--- src/rtl/multiplexor_if.sv ---
// Bus between a driver and the bit-select multiplexor: data word, select index,
// and the combinational plus registered results.
interface multiplexor_if #(
    parameter int N_INPUTS = 20,
    parameter int ADDR_W   = 5
);
    logic [N_INPUTS-1:0] in;
    logic [ADDR_W-1:0]   addr;
    logic                out;
    logic                addr_err;
    logic                out_q;
    logic                err_q;
    logic                err_seen;

    modport master (
        output in, addr,
        input  out, addr_err, out_q, err_q, err_seen
    );

    modport slave (
        input  in, addr,
        output out, addr_err, out_q, err_q, err_seen
    );
endinterface

--- src/rtl/multiplexor.sv ---
// Selects one bit of a data word by index, flags out-of-range indices, and keeps
// a registered copy of both plus a sticky error flag cleared only by reset.
module multiplexor #(
    parameter int N_INPUTS = 20,
    parameter int ADDR_W   = 5
) (
    input  logic          clk,
    input  logic          rst_n,
    multiplexor_if.slave  bus
);

    logic sel;
    logic err;
    logic out_p1;
    logic err_p1;
    logic seen_p1;

    // Extra headroom bit keeps the range compare correct when N_INPUTS == 2**ADDR_W.
    assign err = ({1'b0, bus.addr} >= (ADDR_W + 1)'(N_INPUTS));

    always_comb begin
        sel = 1'b0;
        for (int k = 0; k < N_INPUTS; k++) begin
            if (bus.addr == ADDR_W'(k)) sel = bus.in[k];
        end
    end

    assign bus.out      = sel;
    assign bus.addr_err = err;

    // Stage p1: registered copies and sticky error
    always_ff @(posedge clk or negedge rst_n) begin
        if (!rst_n) begin
            out_p1  <= 1'b0;
            err_p1  <= 1'b0;
            seen_p1 <= 1'b0;
        end else begin
            out_p1  <= sel;
            err_p1  <= err;
            if (err) seen_p1 <= 1'b1;
        end
    end

    assign bus.out_q    = out_p1;
    assign bus.err_q    = err_p1;
    assign bus.err_seen = seen_p1;

endmodule

--- src/flat_wrapper.sv ---
// flat-port wrapper written by rule: the top's interface ports become plain ports
module multiplexor_flat 
#(
    parameter int N_INPUTS = 20,
    parameter int ADDR_W   = 5
)
  (clk, rst_n, bus_in, bus_addr, bus_out, bus_addr_err, bus_out_q, bus_err_q, bus_err_seen);
  multiplexor_if #(.N_INPUTS(N_INPUTS), .ADDR_W(ADDR_W)) bus_i ();
  input  logic clk;
  input  logic rst_n;
  input wire logic [$bits(bus_i.in)-1:0] bus_in;
  input wire logic [$bits(bus_i.addr)-1:0] bus_addr;
  output wire logic [$bits(bus_i.out)-1:0] bus_out;
  output wire logic [$bits(bus_i.addr_err)-1:0] bus_addr_err;
  output wire logic [$bits(bus_i.out_q)-1:0] bus_out_q;
  output wire logic [$bits(bus_i.err_q)-1:0] bus_err_q;
  output wire logic [$bits(bus_i.err_seen)-1:0] bus_err_seen;
  assign bus_i.in = bus_in;
  assign bus_i.addr = bus_addr;
  assign bus_out = bus_i.out;
  assign bus_addr_err = bus_i.addr_err;
  assign bus_out_q = bus_i.out_q;
  assign bus_err_q = bus_i.err_q;
  assign bus_err_seen = bus_i.err_seen;
  multiplexor #(.N_INPUTS(N_INPUTS), .ADDR_W(ADDR_W)) u_core (.clk(clk), .rst_n(rst_n), .bus(bus_i));
endmodule
--- config.mk ---
export PLATFORM = sky130hd
export DESIGN_NAME = multiplexor_flat
export DESIGN_NICKNAME = d
export VERILOG_FILES = /design/src/rtl/multiplexor_if.sv /design/src/rtl/multiplexor.sv /design/src/flat_wrapper.sv
export SDC_FILE = /design/constraint.sdc
export NUM_CORES = 1
export LEC_CHECK = 0
export CAP_MARGIN = 20
export CELL_PAD_IN_SITES_DETAIL_PLACEMENT = 1
export CELL_PAD_IN_SITES_GLOBAL_PLACEMENT = 1
export CORE_MARGIN = 2
export CORE_UTILIZATION = 23
export CTS_BUF_LIST = sky130_fd_sc_hd__clkbuf_8
export CTS_CLUSTER_SIZE = 25
export DETAILED_ROUTE_END_ITERATION = 7
export PLACE_DENSITY_LB_ADDON = 0.1
export SETUP_SLACK_MARGIN = 0.2
export SYNTH_ARGS = -nofsm -noshare
export SYNTH_HDL_FRONTEND = slang
export SYNTH_SLANG_ARGS = --single-unit
--- constraint.sdc ---
create_clock -name clk -period 2.5 [get_ports clk]
set_input_delay 0.25 -clock clk [delete_from_list [all_inputs] [get_ports clk]]
set_output_delay 0.25 -clock clk [all_outputs]
set_load 0.005 [all_outputs]
==> results.py <==
metrics = {
    "run_status": {
        "status": "complete, no violations",
    },
    "clock_tree": {
        "clkTransAtPathRegs_ps": 30,
        "ctsHtreeMaxLevel": 1,
        "cts_sinks": 3,
        "cts_root_buf": "clkbuf_8",
        "tritoncts": "yes",
        "clk-insertion-delay-late_ps": 210,
        "cts_buffer_depth": 2,
        "numCtsBuffers": 3,
    },
    "place": {
        "dp.cells": 90,
        "port_buffers": 31,
        "place_hpwl_mm": 1.03,
        "gp_congestion": 0.720,
    },
    "synth": {
        "ys_seq_elements": 3,
        "ys_types": 25,
        "syn_avg_cell_area_um2": 9.81,
        "synthesis.area_um2": 373,
        "synth_cells": 38,
        "synth_nets": 65,
        "synth-warning-count": 0,
        "yosysSeqAreaShare_pct": 20.1,
    },
    "cells_and_area": {
        "nets": 106,
        "n_antenna_cell": 0,
        "fillers": 181,
        "postLayoutCoreUtil_pct": 53.5,
        "final_cell_mix": "clkdlybuf4s50_1, buf_4, nor2_1, clkbuf_8, dfrtp_1",
        "drive_gt1_share_pct": 25.6,
        "final_common_cell": "clkdlybuf4s50_1",
        "syn2layout_area_growth_pct": 116,
        "stdcell_count": 94,
    },
    "worst_setup_path": {
        "critPathKind": "in -> out",
        "cp_data_required_time_ps": 2250,
        "crit_path_end_kind": "output pin",
        "start_kind": "input port",
        "path_max_fanout": 3,
        "crit_arrival_ps": 1990,
    },
    "floorplan": {
        "die_h_um": 44.3,
        "core_area_um2": 1510,
        "start_util_pct": 24.8,
        "fp.dieW_um": 44.3,
        "design.die.area_um2": 1960,
        "io_pins": 32,
        "rows": 14,
    },
    "drt": {
        "ant_nets": 0,
        "vias": 467,
        "drc": 0,
        "routed_via_density": 4.97,
        "drt_first_pass_iters": 3,
        "dr.first_iter.drc_count": 5,
        "wl_per_cell_um": 12.9,
        "wl_mm": 1.21,
    },
    "pwr": {
        "total_power_mw": 0.291,
        "leakagePower_nw": 0.323,
        "p_per_area_nw_per_um2": 361,
        "ir_drop_mv": 0.169,
    },
    "global_routing": {
        "antenna_found_initial": 0,
        "grt_max_degree": 12,
        "grt_pass1_wl_mm": 2.10,
        "global_route.overflow_total": 0,
        "first_global_vias": 504,
        "gr-usage-all-layers_pct": 14.1,
    },
    "timing": {
        "final-hold-violation-count": 0,
        "post-route-period-util_pct": 89.6,
        "finalSetupTns_ps": 0,
        "fin_skew_ps": 0,
        "clock.fmax_mhz": 447,
        "slew_viol_final": 0,
        "worst_pin_slew_ps": 251,
        "min_period_ps": 2240,
        "final-setup-viol-count": 0,
        "grt_setup_unrepaired": "no",
        "max_slew_margin_pct": 83.2,
    },
    "hold_path": {
        "hold_class": "in -> async",
    },
    "run": {
        "drv_cap": 0,
    },
}
timing repair:
item	in CTS	in global routing
gates resized for setup	6	5
hold buffers	0	0
buffers inserted	0	0
setup endpoints to repair	1	1
power breakdown:
group | internal [mW] | switching (mW) | total, mW
Combinational | 0.0719 | 0.0304 | 0.102
Clock | 0.104 | 0.0309 | 0.135
Sequential | 0.0519 | 0.000774 | 0.0527
Total | 0.228 | 0.0621 | 0.290
per-stage QoR:
stage               instance area, µm²  hold WS [ps]  setup WS [ps]
floorplan                          373         -45.6            973
global placement                   736           443          -43.8
detailed placement                 736           444          -86.6
CTS                                792           220            212
global route                       806           223            203
finish                             806           222            261
worst max-delay path, cell delays in order:
cell and delay (ps):
clkdlybuf4s50_1 470, or3b_4 390, or3b_4 380, a21oi_2 160, a311oi_2 60, dlygate4sd2_1 280
per-layer routing:
metal | routed length, µm | vias to the layer above | global-route usage, %
met5 | 0 | - | 0
met4 | 0 | 0 | 5.45
met3 | 77 | 0 | 1.63
met2 | 700 | 21 | 27.9
met1 | 434 | 216 | 14.7
li1 | - | 230 | -
cells in the mapped netlist:
cell / number / area share (%)
a211oi_2: 1 / 3.4
a21oi_1: 2 / 2.7
a311oi_1: 2 / 4.7
buf_2: 1 / 1.3
buf_6: 2 / 6.0
dfrtp_1: 3 / 20
mux2_1: 1 / 3.0
mux2_2: 1 / 3.0
mux4_1: 2 / 14
nand2b_1: 2 / 3.4
nand3_1: 1 / 1.3
nand4b_1: 1 / 2.3
nor2_1: 3 / 3.0
nor2b_1: 2 / 3.4
nor3_1: 1 / 1.3
nor3b_1: 2 / 4.0
o211ai_1: 2 / 4.0
o21a_1: 2 / 4.0
o21ai_0: 1 / 1.3
o22a_1: 1 / 2.3
or2_2: 1 / 1.7
or3_1: 1 / 1.7
or3b_1: 1 / 2.3
or3b_2: 1 / 2.3
or3b_4: 1 / 3.0
cells by family after synthesis:
group / synth area share, %
muxes: 20.1
AOI/OAI and AO/OA: 22.5
buffers and inverters: 7.38
and+or+nand+nor: 29.9
DFF: 20.1
final timing paths:
check | startpoint | to | slack [ps] | cells past startpoint
min in group clk | bus_addr[3] | u_core.bus.err_q$_DFF_PN0_ | 430 | 2
setup / recovery | bus_addr[4] | bus_out | 260 | 6
hold / removal | rst_n | u_core.bus.err_seen$_DFFE_PN0P_ | 220 | 1
hold reg to reg | u_core.bus.err_seen$_DFFE_PN0P_ | u_core.bus.err_seen$_DFFE_PN0P_ | 460 | 1
setup reg to reg | u_core.bus.err_seen$_DFFE_PN0P_ | u_core.bus.err_seen$_DFFE_PN0P_ | 1730 | 1
max in group asynchronous | rst_n | u_core.bus.out_q$_DFF_PN0_ | 2130 | 1
flip-flops by register name, summed over array words and instances, names as in the netlist:
signal / flops
u_core.bus.out_q: 1
u_core.bus.err_seen: 1
u_core.bus.err_q: 1
final cells by class:
class	instances	area [µm²]	area share [%]
Clock inverter	1	3.75	0.466
Tap cell	16	20.0	2.48
Timing Repair Buffer	39	380	47.2
Multi-Input combinational cell	32	285	35.4
Sequential cell	3	75.1	9.32
Clock buffer	3	41.3	5.12
(Power assumes the default switching activity.)
